File: config.mk
export PLATFORM = sky130hd
export DESIGN_NAME = cu_read_stream_engine
export DESIGN_NICKNAME = d
export VERILOG_FILES = /design/src/rtl/cu_read_stream_engine_pkg.sv /design/src/rtl/cu_read_stream_engine.sv
export SDC_FILE = /design/constraint.sdc
export NUM_CORES = 1
export LEC_CHECK = 0
export BUFFER_PORTS_ARGS = -buffer_cell sky130_fd_sc_hd__buf_2
export CORE_MARGIN = 2
export CORE_UTILIZATION = 51
export CTS_CLUSTER_DIAMETER = 50
export DETAILED_ROUTE_END_ITERATION = 6
export PLACE_DENSITY = 0.77
export SLEW_MARGIN = 0
export SYNTH_ARGS = -nofsm -noshare
export SYNTH_HDL_FRONTEND = slang
export SYNTH_SLANG_ARGS = --single-unit
File: constraint.sdc
create_clock -name clock -period 2.6 [get_ports clock]
set_input_delay 0.52 -clock clock [delete_from_list [all_inputs] [get_ports clock]]
set_output_delay 0.52 -clock clock [all_outputs]
set_load 0.005 [all_outputs]
File: src/rtl/cu_read_stream_engine_pkg.sv
// Shared types for the memcpy CU read stream: command layout, stream states and the
// alignment-aware command sizing rule.
package cu_read_stream_engine_pkg;

    localparam int CU_ID_WIDTH = 8;

    typedef logic [CU_ID_WIDTH-1:0] cu_id_t;

    typedef enum logic [1:0] {
        STRUCT_INVALID = 2'd0,
        READ_DATA      = 2'd1,
        WRITE_DATA     = 2'd2,
        READ_PREFETCH  = 2'd3
    } array_struct_type;

    typedef enum logic [3:0] {
        READ_STREAM_RESET          = 4'd0,
        READ_STREAM_IDLE           = 4'd1,
        READ_STREAM_SET            = 4'd2,
        READ_STREAM_START          = 4'd3,
        READ_STREAM_REQ            = 4'd4,
        READ_STREAM_PENDING        = 4'd5,
        READ_STREAM_DONE           = 4'd6,
        READ_STREAM_FINAL          = 4'd7,
        READ_STREAM_PREFETCH_IDLE  = 4'd8,
        READ_STREAM_PREFETCH_REQ   = 4'd9,
        READ_STREAM_PREFETCH_DONE  = 4'd10
    } read_state;

    typedef struct packed {
        cu_id_t           cu_id;
        array_struct_type cmd_type;
        logic [0:63]      address;
        logic [0:11]      size;
    } ReadCommand;

    // Candidate sizes are monotone (any size that works implies every smaller one does),
    // so the last power of two passing all three limits is the largest legal one.
    function automatic logic [11:0] cmd_size_aligned(input logic [63:0] address,
                                                     input logic [39:0] remaining_bytes,
                                                     input int unsigned max_bytes);
        logic [11:0] size;
        size = '0;
        for (int i = 0; i < 12; i++) begin
            if (((40'(1) << i) <= remaining_bytes) &&
                ((64'(1) << i) <= 64'(max_bytes)) &&
                ((address & ((64'(1) << i) - 64'(1))) == '0)) begin
                size = 12'(1) << i;
            end
        end
        return size;
    endfunction

endpackage

File: src/rtl/cu_read_stream_engine.sv
// Walks a source array and issues naturally aligned power-of-two read commands,
// throttled by an outstanding-read credit limit; signals done once all reads return.
module cu_read_stream_engine
    import cu_read_stream_engine_pkg::*;
#(
    parameter int ARRAY_SIZE      = 4,
    parameter int CACHELINE_BYTES = 128,
    parameter int MAX_OUTSTANDING = 16
) (
    input  logic                                 clock,
    input  logic                                 rstn,
    input  logic                                 enabled_in,
    input  logic                                 start_in,
    input  cu_id_t                               cu_id_in,
    input  logic [63:0]                          src_address_in,
    input  logic [31:0]                          num_elements_in,
    output logic                                 cmd_valid_out,
    input  logic                                 cmd_ready_in,
    output ReadCommand                           cmd_out,
    input  logic                                 rsp_valid_in,
    output logic [$clog2(MAX_OUTSTANDING):0]     outstanding_out,
    output logic                                 done_out
);

    localparam int OUT_W = $clog2(MAX_OUTSTANDING) + 1;
    localparam logic [OUT_W-1:0] MAX_COUNT = OUT_W'(MAX_OUTSTANDING);

    read_state   state;
    logic [63:0] address;
    logic [39:0] remaining_bytes;
    cu_id_t      latched_cu_id;
    logic [11:0] next_size;
    logic        handshake;
    logic        rsp_accept;

    assign next_size  = cmd_size_aligned(address, remaining_bytes, CACHELINE_BYTES);
    assign handshake  = cmd_valid_out && cmd_ready_in;
    assign rsp_accept = rsp_valid_in && (outstanding_out != '0) && (state != READ_STREAM_RESET);

    // A simultaneous issue and response cancel out; a response with nothing in flight is dropped.
    always_ff @(posedge clock or negedge rstn) begin
        if (!rstn) begin
            outstanding_out <= '0;
        end else if (!enabled_in) begin
            outstanding_out <= '0;
        end else if (handshake && !rsp_accept) begin
            outstanding_out <= outstanding_out + 1'b1;
        end else if (!handshake && rsp_accept) begin
            outstanding_out <= outstanding_out - 1'b1;
        end
    end

    always_ff @(posedge clock or negedge rstn) begin
        if (!rstn) begin
            state           <= READ_STREAM_RESET;
            cmd_valid_out   <= 1'b0;
            cmd_out         <= '0;
            done_out        <= 1'b0;
            address         <= '0;
            remaining_bytes <= '0;
            latched_cu_id   <= '0;
        end else if (!enabled_in) begin
            state         <= READ_STREAM_RESET;
            cmd_valid_out <= 1'b0;
            cmd_out       <= '0;
            done_out      <= 1'b0;
        end else begin
            case (state)
                READ_STREAM_RESET: begin
                    state <= READ_STREAM_IDLE;
                end
                READ_STREAM_IDLE: begin
                    if (start_in) state <= READ_STREAM_SET;
                end
                READ_STREAM_SET: begin
                    address         <= src_address_in;
                    remaining_bytes <= 40'(num_elements_in) * 40'(ARRAY_SIZE);
                    latched_cu_id   <= cu_id_in;
                    done_out        <= 1'b0;
                    state           <= READ_STREAM_START;
                end
                READ_STREAM_START: begin
                    if (remaining_bytes == '0) begin
                        done_out <= 1'b1;
                        state    <= READ_STREAM_DONE;
                    end else begin
                        state <= READ_STREAM_REQ;
                    end
                end
                // The command is frozen in cmd_out while valid, so the advance uses its size field.
                READ_STREAM_REQ: begin
                    if (!cmd_valid_out) begin
                        cmd_valid_out <= 1'b1;
                        cmd_out       <= '{cu_id: latched_cu_id, cmd_type: READ_DATA,
                                           address: address, size: next_size};
                    end else if (cmd_ready_in) begin
                        cmd_valid_out   <= 1'b0;
                        address         <= address + 64'(cmd_out.size);
                        remaining_bytes <= remaining_bytes - 40'(cmd_out.size);
                        state           <= READ_STREAM_PENDING;
                    end
                end
                READ_STREAM_PENDING: begin
                    if ((remaining_bytes != '0) && (outstanding_out < MAX_COUNT)) begin
                        state <= READ_STREAM_REQ;
                    end else if ((remaining_bytes == '0) && (outstanding_out == '0)) begin
                        done_out <= 1'b1;
                        state    <= READ_STREAM_DONE;
                    end
                end
                READ_STREAM_DONE: begin
                    done_out <= 1'b1;
                    state    <= READ_STREAM_FINAL;
                end
                READ_STREAM_FINAL: begin
                    done_out <= 1'b1;
                    if (start_in) state <= READ_STREAM_SET;
                end
                default: begin
                    cmd_valid_out <= 1'b0;
                    done_out      <= 1'b0;
                    state         <= READ_STREAM_RESET;
                end
            endcase
        end
    end

endmodule

# [After elaboration in Yosys (flattened, before gate mapping)]
# Cells that the tools add are included.
[totals] ff_bits=209 in_bits=110 out_inout_bits=93
[classes] n_addsub=4 magnitude_cmp=9 n_eq_ne=21 n_mux=37 reduce_logical=39
[op_table] operator="64-bit zero test" count=7
[op_table] operator="86-bit 2-to-1 mux" count=3
[op_table] operator="64-bit 2-to-1 mux" count=2
[op_table] operator="64-bit one-hot mux with 2 select lines" count=1
[op_table] operator="40-bit 2-to-1 mux" count=2
[op_table] operator="40-bit one-hot mux with 2 select lines" count=1
[op_table] operator="64-bit by 12-bit adder with 64-bit output" count=1
[op_table] operator="1-bit by 40-bit <= comparator with 1-bit output, first input constant" count=1
[op_table] operator="2-bit by 40-bit <= comparator with 1-bit output, first input constant" count=1
[op_table] operator="3-bit by 40-bit <= comparator with 1-bit output, first input constant" count=1
[op_table] operator="4-bit by 40-bit <= comparator with 1-bit output, first input constant" count=1
[op_table] operator="5-bit by 40-bit <= comparator with 1-bit output, first input constant" count=1
[op_table] operator="6-bit by 40-bit <= comparator with 1-bit output, first input constant" count=1
[op_table] operator="7-bit by 40-bit <= comparator with 1-bit output, first input constant" count=1
[op_table] operator="8-bit by 40-bit <= comparator with 1-bit output, first input constant" count=1
[op_table] operator="40-bit zero test" count=1
[op_table] operator="40-bit nonzero test" count=1
[op_table] operator="40-bit by 12-bit subtractor with 40-bit output" count=1
[op_table] operator="4-bit 2-to-1 mux" count=7
[op_table] operator="4-bit one-hot mux with 7 select lines" count=1
[op_table] operator="5-bit 2-to-1 mux" count=4
[op_table] operator="4-bit by 3-bit == test with 1-bit output, second input constant" count=4
[op_table] operator="3-bit inequality test, second input constant" count=5
[op_table] operator="1-bit logical AND" count=14
[op_table] operator="other kinds (29)" count=47

# [Logic depth before layout (Yosys ltp)]
[depth] ltp_word=12 depth_mapped=11

# [Worst setup path before layout]
# OpenSTA, ideal clock, no wires.
[synth_timing] kind="register to register" from="register outstanding_out[0]" to="register outstanding_out[4]" setup_ns=0.119 arrival_ns=2.637 slack_ns=-0.156 path_stages_with_launch=11 synth_period_minus_slack_ns=2.756 path_cell_list="dfrtp_1 -> or4_1 -> o21ai_1 -> nand3_1 -> fa_1 -> a21o_1 -> a21oi_1 -> and2_1 -> mux2i_1 -> xnor2_1 -> and2_1"
[synth_between] elab_chain_len=7
[synth_lines] item="start: declaration" line_no="cu_read_stream_engine.sv:21" rtl="output logic [$clog2(MAX_OUTSTANDING):0] outstanding_out,"
[synth_lines] item="start signal: assignment" line_no="cu_read_stream_engine.sv:47" rtl="outstanding_out <= outstanding_out + 1'b1;"
[synth_lines] item="start signal: assignment" line_no="cu_read_stream_engine.sv:49" rtl="outstanding_out <= outstanding_out - 1'b1;"
[synth_lines] item="branches (longest 7 deep; another with 5-bit by 1-bit subtractor with 5-bit output)"
# Parallel ways; which one is timed is not known. The select of a mux whose other input is x is not followed.
# A chain may end at the register's enable or synchronous reset.

# [Final worst setup path]
[layout_timing] from="register cmd_out[2] (netlist name)" to="register address[54]"
[layout_between] elab_chain_len=4
[layout_lines] item="start: declaration" line_no="cu_read_stream_engine.sv:19" rtl="output ReadCommand cmd_out,"
[layout_lines] item="start signal: assignment" line_no="cu_read_stream_engine.sv:94" rtl="cmd_out <= '{cu_id: latched_cu_id, cmd_type: READ_DATA,"
[layout_lines] item="64-bit by 12-bit adder with 64-bit output" line_no="cu_read_stream_engine.sv:98" rtl="address <= address + 64'(cmd_out.size);"
[layout_lines] item="64-bit 2-to-1 mux" line_no="cu_read_stream_engine.sv:96" rtl="end else if (cmd_ready_in) begin"
[layout_lines] item="64-bit 2-to-1 mux" line_no="cu_read_stream_engine.sv:92" rtl="if (!cmd_valid_out) begin"
[layout_lines] item="64-bit one-hot mux with 2 select lines" line_no="cu_read_stream_engine.sv:68" rtl="case (state)"
[layout_lines] item="end signal: assignment" line_no="cu_read_stream_engine.sv:76" rtl="address <= src_address_in;"
[layout_lines] item="end signal: assignment" line_no="cu_read_stream_engine.sv:98"
[layout_lines] item="end: declaration" line_no="cu_read_stream_engine.sv:29" rtl="logic [63:0] address;"
# Every way passes these cells. The select of a mux whose other input is x is not followed.

==> run metrics <==
Seq/Total Area, Yosys=44.8%; worst r2r src=cmd_out[2]; Setup WS pre-CTS=-4.34 ps; crit-path max FO=7; Critical Path Most Common Cell=buf_4; I/O pins=203; EDFF count, synth=0; Fin. Hold Viols=0; top cells by area, synth=dfrtp_1 (45%), a22o_1 (5.6%), nand2_1 (4.1%); Total Wirelength=35.7 mm; DIE AREA=23400 um2; Post-Synthesis Cells=1242; Final GP Congestion=0.968; CP max stage cell=dfrtp_1; worst hold endpoint=latched_cu_id[0]; max incr delay on CP=430 ps; # nets final=1605; Synth area leader=dfrtp_1; status=finished, final reports clean; Final period util=96.1%; Top FF cell, synth=dfrtp_1; pin count of the biggest net entering global routing=81; IO buf count=197; row count=54; global-route wire length before repair=57.9 mm; WHS Path Cells=3; mapped cell area=11300 um2; Critical R2R Capture=address[54]; Setup crit end kind=register; Min Clock Period, post-route=2500 ps; top-area cell type share of the netlist area=44.8%; Reg clk slew, reported paths=60 ps; initial antenna violation count=1; Netlist cell types=75; min-delay src=cu_id_in[0]; PwrDens=877 nW/um2; synth warn=0; delay-heaviest family, CP=compound AO/OA/AOI/OAI gates; crit path cell chain=ha_1, nor2b_2, o31a_1, buf_4, o211a_4, and2_1, buf_4, a311oi_1, a211oi_1; Synth async-reset ratio=100%; Root Driver=clkbuf_16; CP Class=reg -> reg; GRT Overall Usage=29.8%; Slew Viols, Final=0; final setup vio count=0; Crit path buffers/inverters=2; Tot Pwr=12.6 mW; syn_area_per_cell=9.13 um2; CTS Buf Count=28; clock sinks=203; Slew @ Worst Pin=562 ps; mean number of vias per cell=6.36; drt initial violations=869; DP Wirelength=24.9 mm; Starting Density=52.0%; Core Box Area=21800 um2; max-cap viol count=0; final core occ=65.8%; Startpoint Class=register; reg2reg setup slack=100 ps; Leakage=6.69 nW; worst min path class=in -> reg; critical path required time=3010 ps; H-Tree Depth=1; Arrival @ worst endpoint=2910 ps; R2R cell count=9; GRT overflow=0; DRT Pass-1 Iters=5; Worst slew margin=62.4%; Achievable Freq=400 MHz; antenna-violating nets left=0; DRC=0; Fin Clk Skew=9.67 ps; fraction of layout cells with a size suffix above 1=26.0%; CTS tree=yes; Die H=153 um; fillers=1759; vias in the first global route=11100; fin worst setup slack=101 ps; CTS Buffer Depth=3; Layout area overhead=26.7%; peak supply drop=0.719 mV; Wirelength per Cell=20.1 um; worst skew pair latency=540 ps; vias post-DR=11300; WHS=171 ps; Die X=153 um; ANT cells=0; RSZ-0062 raised after global routing=true; Yosys reg bits=203
## final cells by class
type                       instances  area (um2)  area share (%)
clock inverter                    20         272            1.89
timing repair buffer             296        1880            13.1
inverter                          21        78.8           0.549
tap                              280         350            2.44
clock buffer                      32         767            5.34
sequential                       203        5080            35.4
multi-input combinational        923        5940            41.4
## worst register-to-register path: stages (launching register included)
cell      delay (ps)
dfrtp_1          430
ha_1             360
nor2b_2          180
o31a_1           280
buf_4            160
o211a_4          280
and2_1           180
buf_4            160
a311oi_1         280
a211oi_1          70
## layout by cell type (no fill, tap or decap), types with 17 or more instances in the layout
| cell type | Yosys | routed |
|---|---|---|
| nor4_1 | 18 | 17 |
| clkbuf_16 | 0 | 29 |
| nand2_1 | 123 | 123 |
| nor2_1 | 80 | 78 |
| nand4_1 | 38 | 38 |
| a21oi_1 | 82 | 79 |
| ha_1 | 19 | 19 |
| dfrtp_1 | 203 | 203 |
| o21ai_0 | 42 | 42 |
| and3_1 | 27 | 26 |
| o22ai_1 | 31 | 31 |
| nor3_1 | 34 | 34 |
| nand3_1 | 77 | 75 |
| or3_1 | 19 | 19 |
| inv_1 | 21 | 21 |
| a2bb2oi_1 | 25 | 25 |
| buf_2 | 11 | 196 |
| buf_4 | 5 | 87 |
| a22o_1 | 72 | 72 |
## state kept, by name, indices dropped and copies added, names as in the netlist
register         cells
done_out             1
cmd_out             81
remaining_bytes     40
outstanding_out      5
address             64
cmd_valid_out        1
latched_cu_id        8
state                3
## repair_timing
item / 4_1_cts / 5_1_grt
hold buffers: 1 / 0
pin swaps: 0 / 12
resized for setup: 3 / 20
endpoints found under the hold margin: 44 / 0
endpoints found under the setup margin: 6 / 46
buffers inserted: 0 / 5
## synth_stat cells, types with 4 or more instances
| master | number |
|---|---|
| a22o_1 | 72 |
| or3_1 | 19 |
| buf_2 | 11 |
| nor2b_1 | 8 |
| o21ai_0 | 42 |
| and4_1 | 7 |
| a2bb2oi_1 | 25 |
| a311oi_1 | 11 |
| o22a_1 | 7 |
| ha_1 | 19 |
| clkbuf_1 | 67 |
| a31oi_1 | 11 |
| o21a_1 | 9 |
| o22ai_1 | 31 |
| nand4_1 | 38 |
| dfrtp_1 | 203 |
| and3_1 | 27 |
| nor2_1 | 80 |
| a22oi_1 | 4 |
| nor4_1 | 18 |
| a21o_1 | 11 |
| o211ai_1 | 11 |
| inv_1 | 21 |
| o311ai_0 | 9 |
| nor3_1 | 34 |
| xor2_1 | 5 |
| and2_1 | 14 |
| nand2b_1 | 6 |
| mux2i_1 | 12 |
| buf_1 | 14 |
| a41oi_1 | 4 |
| nand3b_1 | 7 |
| nand3_1 | 77 |
| o31ai_1 | 9 |
| buf_4 | 5 |
| xnor2_1 | 6 |
| or4_1 | 8 |
| a21oi_1 | 82 |
| a211oi_1 | 14 |
| nand2_1 | 123 |
## routing by layer
layer | vias to the layer above | part of all wire [%] | track usage [%]
met2 | 558 | 47 | 48.2
met1 | 5455 | 41 | 40.8
li1 | 5188 | - | -
met3 | 86 | 8.5 | 5.02
met5 | - | 0.042 | 0
met4 | 2 | 3.0 | 10.4
## per-stage QoR
step	instance area, um2	instances	setup TNS (ps)
finish	14400	1775	0
CTS	14200	1770	0
floorplan	11400	1246	0
global route	14400	1775	-148
detailed placement	13200	1717	-6.82
global placement	13200	1717	0
## power by group
part	internal, mW	switching, mW	leakage [nW]
sequential	3.96	0.982	2.59
combinational	1.60	1.82	3.59
clock	2.66	1.58	0.513
total	8.22	4.38	6.69
## how the worst max path moves through the flow
stage / from / to / slack, ps / depth (start not counted)
floorplan: outstanding_out[0] / outstanding_out[4] / 0.3 / 10
global placement: remaining_bytes[0] / remaining_bytes[22] / 50 / 10
detailed placement: outstanding_out[0] / outstanding_out[4] / -4 / 10
CTS: remaining_bytes[34] / state[0] / 6 / 6
global route: cmd_out[0] / address[62] / -60 / 10
finish: cmd_out[2] / address[54] / 100 / 9
## kinds of logic (layout without fill, tap and decap cells)
logic type / count (synthesis) / after routing / synth area share, %
AND/OR/NAND/NOR: 487 / 487 / 22.2
buffers and inverters: 120 / 369 / 4.28
other: 1 / 5 / 0.0331
XOR/XNOR: 11 / 11 / 0.850
AO/OA/AOI/OAI: 385 / 385 / 24.0
adder cells (fa/ha/maj): 22 / 22 / 2.63
flip-flops: 203 / 203 / 44.8
multiplexers: 13 / 13 / 1.16
Note: power is estimated with default switching activity, not from simulation.
